<file path="src/rtl/boot_sequencer.sv">
// Boot sequencer: preloads data memory from a boot image, hands the memory port to the core,
// then streams instruction, register, barrier-mask and PC packets into the core's network input.
module boot_sequencer #(
   parameter int unsigned  data_words_p   = 1024,
   parameter int unsigned  instr_words_p  = 1024,
   parameter int unsigned  reg_words_p    = 64,
   parameter logic [9:0]   net_ID_p       = 10'b1,
   parameter logic [31:0]  barrier_mask_p = 32'h2,
   parameter logic [9:0]   barrier_addr_p = 10'd24,
   parameter logic [31:0]  start_pc_p     = 32'h5,
   localparam int unsigned mem_in_w_lp    = 36,
   localparam int unsigned net_pkt_w_lp   = 59
) (
   input  logic                    clk,
   input  logic                    reset,
   input  logic                    start_i,
   output logic [1:0]              src_sel_o,
   output logic [9:0]              src_addr_o,
   output logic                    src_rd_o,
   input  logic [39:0]             src_data_i,
   output logic [mem_in_w_lp-1:0]  mem_flat_o,
   output logic [31:0]             mem_addr_o,
   output logic                    select_o,
   output logic [net_pkt_w_lp-1:0] net_packet_flat_o,
   output logic                    busy_o,
   output logic                    done_o
);

   typedef enum logic [2:0] {
      NET_OP_NULL  = 3'd0,
      NET_OP_INSTR = 3'd1,
      NET_OP_REG   = 3'd2,
      NET_OP_PC    = 3'd3,
      NET_OP_BAR   = 3'd4
   } net_op_e;

   typedef struct packed {
      logic        valid;
      logic        yumi;
      logic        wen;
      logic        byte_not_word;
      logic [31:0] write_data;
   } mem_in_s;

   typedef struct packed {
      logic [9:0]  ID;
      net_op_e     net_op;
      logic [3:0]  reserved;
      logic [31:0] net_data;
      logic [9:0]  net_addr;
   } net_packet_s;

   typedef enum logic [3:0] {
      S_IDLE, S_DMEM_RD, S_DMEM_WR, S_DRAIN, S_HANDOFF,
      S_INS_RD, S_INS_SEND, S_REG_RD, S_REG_SEND, S_BAR, S_PC, S_DONE
   } state_e;

   localparam logic [10:0] data_cnt_lp  = 11'(data_words_p);
   localparam logic [10:0] instr_cnt_lp = 11'(instr_words_p);
   localparam logic [10:0] reg_cnt_lp   = 11'(reg_words_p);

   state_e      state_q, state_d;
   logic [10:0] d_idx_q, d_idx_d;
   logic [10:0] i_idx_q, i_idx_d;
   logic [10:0] r_idx_q, r_idx_d;
   logic        src_rd_q, src_rd_d;
   logic [1:0]  src_sel_q, src_sel_d;
   logic [9:0]  src_addr_q, src_addr_d;
   logic        select_q, select_d;
   logic        busy_q, busy_d;
   logic        done_q, done_d;

   mem_in_s     mem_req_c;
   logic [31:0] mem_addr_c;
   net_packet_s pkt_c;
   logic        unused_src_data;

   always_ff @(posedge clk or negedge reset) begin
      if (!reset) begin
         state_q    <= S_IDLE;
         d_idx_q    <= '0;
         i_idx_q    <= '0;
         r_idx_q    <= '0;
         src_rd_q   <= 1'b0;
         src_sel_q  <= 2'd0;
         src_addr_q <= '0;
         select_q   <= 1'b0;
         busy_q     <= 1'b0;
         done_q     <= 1'b0;
      end else begin
         state_q    <= state_d;
         d_idx_q    <= d_idx_d;
         i_idx_q    <= i_idx_d;
         r_idx_q    <= r_idx_d;
         src_rd_q   <= src_rd_d;
         src_sel_q  <= src_sel_d;
         src_addr_q <= src_addr_d;
         select_q   <= select_d;
         busy_q     <= busy_d;
         done_q     <= done_d;
      end
   end

   // Next state, section counters, and the registered image-side / status outputs.
   always_comb begin
      state_d    = state_q;
      d_idx_d    = d_idx_q;
      i_idx_d    = i_idx_q;
      r_idx_d    = r_idx_q;
      src_rd_d   = 1'b0;
      src_sel_d  = 2'd0;
      src_addr_d = '0;
      busy_d     = 1'b1;
      done_d     = 1'b0;
      select_d   = select_q | (state_q == S_HANDOFF);

      case (state_q)
         S_IDLE: begin
            if (start_i) begin
               d_idx_d = '0;
               state_d = (data_cnt_lp == 11'd0) ? S_DRAIN : S_DMEM_RD;
            end
         end
         S_DMEM_RD: state_d = S_DMEM_WR;
         S_DMEM_WR: begin
            d_idx_d = 11'(d_idx_q + 11'd1);
            state_d = (d_idx_d == data_cnt_lp) ? S_DRAIN : S_DMEM_RD;
         end
         S_DRAIN: state_d = S_HANDOFF;
         S_HANDOFF: begin
            i_idx_d = '0;
            r_idx_d = '0;
            if (instr_cnt_lp != 11'd0)    state_d = S_INS_RD;
            else if (reg_cnt_lp != 11'd0) state_d = S_REG_RD;
            else                          state_d = S_BAR;
         end
         S_INS_RD: state_d = S_INS_SEND;
         S_INS_SEND: begin
            i_idx_d = 11'(i_idx_q + 11'd1);
            if (i_idx_d == instr_cnt_lp) begin
               r_idx_d = '0;
               state_d = (reg_cnt_lp != 11'd0) ? S_REG_RD : S_BAR;
            end else begin
               state_d = S_INS_RD;
            end
         end
         S_REG_RD: state_d = S_REG_SEND;
         S_REG_SEND: begin
            r_idx_d = 11'(r_idx_q + 11'd1);
            state_d = (r_idx_d == reg_cnt_lp) ? S_BAR : S_REG_RD;
         end
         S_BAR:   state_d = S_PC;
         S_PC:    state_d = S_DONE;
         S_DONE:  state_d = S_DONE;
         default: state_d = S_IDLE;
      endcase

      case (state_d)
         S_IDLE: busy_d = 1'b0;
         S_DONE: begin
            busy_d = 1'b0;
            done_d = 1'b1;
         end
         S_DMEM_RD, S_DMEM_WR: begin
            src_rd_d   = (state_d == S_DMEM_RD);
            src_addr_d = d_idx_d[9:0];
         end
         S_INS_RD, S_INS_SEND: begin
            src_rd_d   = (state_d == S_INS_RD);
            src_sel_d  = 2'd1;
            src_addr_d = i_idx_d[9:0];
         end
         S_REG_RD, S_REG_SEND: begin
            src_rd_d   = (state_d == S_REG_RD);
            src_sel_d  = 2'd2;
            src_addr_d = r_idx_d[9:0];
         end
         default: ;
      endcase
   end

   // Image data arrives during the write/send state, so the payload is a current-state decode.
   always_comb begin
      mem_req_c      = '0;
      mem_addr_c     = '0;
      pkt_c          = '0;
      pkt_c.ID       = net_ID_p;
      pkt_c.net_op   = NET_OP_NULL;

      case (state_q)
         S_DMEM_WR: begin
            mem_req_c.valid      = 1'b1;
            mem_req_c.yumi       = 1'b1;
            mem_req_c.wen        = 1'b1;
            mem_req_c.write_data = src_data_i[31:0];
            mem_addr_c           = 32'(d_idx_q) << 2;
         end
         S_INS_SEND: begin
            pkt_c.net_op   = NET_OP_INSTR;
            pkt_c.net_data = {16'b0, src_data_i[15:0]};
            pkt_c.net_addr = i_idx_q[9:0];
         end
         S_REG_SEND: begin
            pkt_c.net_op   = NET_OP_REG;
            pkt_c.net_data = src_data_i[31:0];
            pkt_c.net_addr = {4'b0, src_data_i[37:32]};
         end
         S_BAR: begin
            pkt_c.net_op   = NET_OP_BAR;
            pkt_c.net_data = barrier_mask_p;
            pkt_c.net_addr = barrier_addr_p;
         end
         S_PC: begin
            pkt_c.net_op   = NET_OP_PC;
            pkt_c.net_data = start_pc_p;
         end
         default: ;
      endcase
   end

   assign unused_src_data   = ^src_data_i[39:38];

   assign src_sel_o         = src_sel_q;
   assign src_addr_o        = src_addr_q;
   assign src_rd_o          = src_rd_q;
   assign mem_flat_o        = mem_req_c;
   assign mem_addr_o        = mem_addr_c;
   assign select_o          = select_q;
   assign net_packet_flat_o = pkt_c;
   assign busy_o            = busy_q;
   assign done_o            = done_q;

endmodule
</file>
<file path="config.mk">
export PLATFORM = sky130hd
export DESIGN_NAME = boot_sequencer
export DESIGN_NICKNAME = d
export VERILOG_FILES = /design/src/rtl/boot_sequencer.sv
export SDC_FILE = /design/constraint.sdc
export NUM_CORES = 1
export LEC_CHECK = 0
export ABC_AREA = 1
export CORE_ASPECT_RATIO = 1.5
export CORE_MARGIN = 3
export CORE_UTILIZATION = 45
export DETAILED_ROUTE_END_ITERATION = 6
export HOLD_SLACK_MARGIN = 0.08
export PLACE_DENSITY = 0.87
export REMOVE_ABC_BUFFERS = 1
export SYNTH_ARGS = -nofsm -noshare
export SYNTH_HDL_FRONTEND = slang
export SYNTH_SLANG_ARGS = --single-unit
export TNS_END_PERCENT = 5
</file>
<file path="constraint.sdc">
create_clock -name clk -period 2.81 [get_ports clk]
set_input_delay 0.562 -clock clk [delete_from_list [all_inputs] [get_ports clk]]
set_output_delay 0.562 -clock clk [all_outputs]
set_load 0.1 [all_outputs]
</file>
* Word level (Yosys, flattened, before mapping)
Index checks and enable logic that the tools add are counted.
** Word-level totals
- Bits in registers :: 53
- Bits in latches :: 0
- RAM bits :: 0
- Memory bits (read-only) :: 0
- Memories :: 0
** Cells by class
- $add $sub $neg :: 3
- $mul :: 0
- Divide/modulo/power cells :: 0
- Order comparisons :: 0
- Equality and inequality tests :: 23
- Shift-type cells :: 0
- Muxes and demuxes :: 21
- Bitwise gates (word level) :: 1
- Reductions and logical operators :: 12
** Operators with widths (count)
- 32-bit case mux with 4 select lines :: 1
- 10-bit case mux with 3 select lines :: 2
- 11-bit case mux with 2 select lines :: 2
- 4-bit case mux with 11 select lines :: 1
- 11-bit by 1-bit adder with 11-bit output, second input constant :: 3
- 11-bit case mux with 3 select lines :: 1
- 32-bit 2-to-1 mux :: 1
- 4-bit by 3-bit equality test with 1-bit output, second input constant :: 7
- 4-bit equality test, second input constant :: 6
- 11-bit equality test, second input constant :: 2
- 11-bit 2-to-1 mux :: 2
- 13-bit 2-to-1 mux :: 1
- 4-bit by 2-bit equality test with 1-bit output, second input constant :: 3
- 3-bit case mux with 4 select lines :: 1
- 11-bit by 7-bit equality test with 1-bit output, second input constant :: 1
- 2-bit OR reduction :: 5
- 4-bit by 1-bit equality test with 1-bit output, second input constant :: 2
- 4-bit zero test :: 2
- 4-bit 2-to-1 mux :: 2
- 2-bit 2-to-1 mux :: 2
- 2-bit != test, second input constant :: 2
- 2-bit case mux with 2 select lines :: 1
- 2-bit AND reduction :: 2
- 2-bit nonzero test :: 2
- other kinds (5) :: 6

* Logic depth before layout (Yosys ltp)
- Depth after elaboration :: 7
- Depth in mapped cells :: 16
- Depth with buffers taken out :: 15

* Least setup slack after synthesis
OpenSTA, ideal clock, no wires.
- Kind :: flip-flop to output port
- From :: reg state_q[3]
- To :: out mem_addr_o[10]
- Arrival :: 4036 ps
- Data required time :: 2248 ps
- Setup slack :: -1788 ps
- Cell stages (with the launch flop) :: 8
- Buffers on the path :: 2
- Path through :: dfrtp_1 > inv_1 > nand3_1 > nor2_1 > inv_1 > clkbuf_1 > clkbuf_1 > nor2_1
** Between the ends
- Cells in the longest elaborated chain, start to end :: 2
** Ends and longest elaborated chain
- from (decl) :: line 62 : state_e state_q, state_d;
- from (signal assigned) :: line 91 : state_q <= state_d;
- 4-bit by 2-bit equality test with 1-bit output :: line 190 : case (state_q)
- 13-bit 2-to-1 mux :: line 190
- to (decl) :: line 22 : output logic [31:0] mem_addr_o,
Every way passes these cells.

* Worst setup path after layout
- From :: reg state_q[2]
- To :: out net_packet_flat_o[8]
** Between the ends
- Cells in the longest elaborated chain, start to end :: 2
** Ends and longest elaborated chain
- 4-bit equality test / 4-bit by 3-bit equality test with 1-bit output (equally long branches) :: line 190
- 10-bit case mux with 3 select lines * :: line 190
- to (decl) :: line 24 : output logic [net_pkt_w_lp-1:0] net_packet_flat_o,
Every way passes the cells marked *; elsewhere a longest branch is shown, timed or not.

==> qor.yml <==
layout_common_cells: "nand2_1, nor2_1, buf_12"
regArea_mm2: 0.00133
synth_edf_count: 0
portBuffers: 147
fmax_ghz: 0.364
period_needed_ps: 2750
rsz0062_at_grt: "yes"
critPathMaxFanout: 12
netlist_area_mm2: 0.00395
gp_congestion: 1.03
postSynthCellCount: 591
synth_cell_types: 33
htree_levels: 2
grt_max_degree: 37
ctsLongestPathBuffers: 2
drc_errors: 0
fp.coreArea_mm2: 0.00846
fillCellCount: 539
stdcell_count: 842
drv_cap: 0
synth-main-ff-cell: "dfrtp_1"
worst_slew_pin_slew_ps: 622
startpoint_type: "register"
wl_per_cell_um: 16.5
dr.first_iter.drc_count: 445
avgSynthCellArea_um2: 6.68
clk_pin_slew_ps: 70
io_pins: 186
busiest_layer: "met2"
hold_viol: 0
vias: 4505
outcome: "finished, final reports clean"
initial_utilization: 0.466
cts_root_buf: "clkbuf_16"
chipWidth_um: 82.5
clock-sinks: 53
pwr_density_cell_mw_per_mm2: 965
post_cts_buffers: 0
grt_pass1_wl_um: 22500
gr-usage-met1: 0.297
layout_commonest_cell: "nand2_1"
insertion_delay_ps: 300
grtUsageMet3: 0.0589
syn_to_final_growth_pct: 62.6
setup_viol: 0
antenna_found_initial: 0
use_met2: 0.528
ys_seq_area_frac: 0.336
leakagePower_nw: 3.04
final_layout_size_suffix_gt1_frac: 0.249
maxSlewHeadroom: 0.585
grt_pass1_vias: 4668
place_ws_ps: 97.6
ys_ff_latch: 53
yosysTopAreaCell: "dfrtp_1"
postRouteAntennaNets: 0
cts_tree: "built"
synth_top_area_frac: 0.336
die_h_um: 121
async_flop_share: 1.00
fin_ws_ps: 64.1
placed_cells: 834
dp_hpwl_um: 10800
crit_required_ps: 2250
post-route-period-util: 0.977
grt_usage: 0.292
end_kind: "output pin"
yosys_warnings: 0
wirelength_um: 13900
dieArea_mm2: 0.00995
hold_path.class: "input port to async pin"
drv_slew: 0
arrival_ps: 2180
fin_tns_setup_ps: 0
crit_type: "register to output pin"
total_power_mw: 6.19
firstDrtPassIters: 7
multi_input_area_mm2: 0.00207
viasPerCell: 5.35
numCtsBuffers: 5
peakVddDrop_mv: 0.693
synth.area.top_cells: "dfrtp_1, nand2_1, nor2_1, inv_1, buf_4"
n_antenna_cell: 0
grt_overflow: 0
final_nets: 781
final.setup_skew_ps: 4.86
rows: 41
where the power goes:
| group | internal [mW] | switching, mW |
|---|---|---|
| combinational | 1.15 | 3.23 |
| clock | 0.446 | 0.278 |
| sequential | 0.928 | 0.158 |
| total | 2.53 | 3.66 |
worst paths after layout:
| check | from | end | slack, ps | cells after the start |
|---|---|---|---|---|
| setup / recovery | state_q[2] | net_packet_flat_o[8] | 60 | 8 |
| hold / removal | reset | i_idx_q[1] | 250 | 2 |
| setup reg to reg | r_idx_q[0] | src_addr_o[7] | 320 | 13 |
| hold reg to reg | select_o | select_o | 490 | 1 |
| max in group asynchronous | reset | src_addr_o[3] | 2230 | 2 |
| min in group clk | select_o | select_o | 490 | 1 |
synth_stat cells, types with 3 or more instances:
library cell	instances
buf_2	3
dfrtp_1	53
nor2_1	114
nand3_2	14
o21ai_1	3
nand2_4	3
inv_2	7
nand3_1	38
xor2_1	3
nand2_2	13
nor2_2	9
o22ai_1	14
nand2_1	124
clkbuf_1	11
inv_1	79
ha_1	4
o21ai_0	30
buf_4	39
nand4_1	6
a21oi_1	5
stage by stage:
| step | hold WS (ps) | utilization | area, um^2 |
|---|---|---|---|
| CTS | 264 | 0.756 | 6400 |
| global route | 269 | 0.758 | 6410 |
| global placement | 458 | 0.735 | 6220 |
| floorplan | 266 | - | 3700 |
| finish | 254 | 0.758 | 6410 |
| detailed placement | 479 | 0.735 | 6220 |
layer usage:
layer / vias to the layer above / share of wire
met5: - / 0
met4: 0 / 0.056
met3: 73 / 0.077
met2: 320 / 0.55
met1: 2073 / 0.32
li1: 2039 / -
sequential cells by signal, summed over array words and instances, names as in the netlist:
signal / flops
r_idx_q: 11
d_idx_q: 11
select_o: 1
busy_o: 1
src_rd_o: 1
state_q: 4
src_sel_o: 2
done_o: 1
i_idx_q: 11
src_addr_o: 10
cell type report:
class                           instances  share of cell area
Clock buffer                            7              0.0222
Clock inverter                          1             0.00468
Inverter                               88              0.0521
Multi-Input combinational cell        430               0.322
Sequential cell                        53               0.207
Tap cell                              107              0.0209
Timing Repair Buffer                  156               0.371
logic make-up (layout without fill, tap and decap cells):
logic type	Yosys count	in the layout	share of synthesized area
other	2	36	0.00190
buffers and inverters	142	252	0.177
AND/OR/NAND/NOR	329	329	0.382
flip-flops	53	53	0.336
adder cells (fa/ha/maj)	4	4	0.0127
AO/OA/AOI/OAI	56	56	0.0787
XOR/XNOR	5	5	0.0111
what timing repair did:
item | 4_1_cts | 5_1_grt
endpoints found under the setup margin | 20 | 29
gates resized for setup | 2 | 7
hold buffers | 0 | 0
critical path: stages, from the launching register on:
cell and delay [ps]:
dfrtp_1 430, inv_2 90, nor2_2 160, nand2_1 160
nor2_4 230, clkinvlp_4 200, buf_4 220, nor2_1 190
buf_12 210
(Power assumes the default switching activity.)
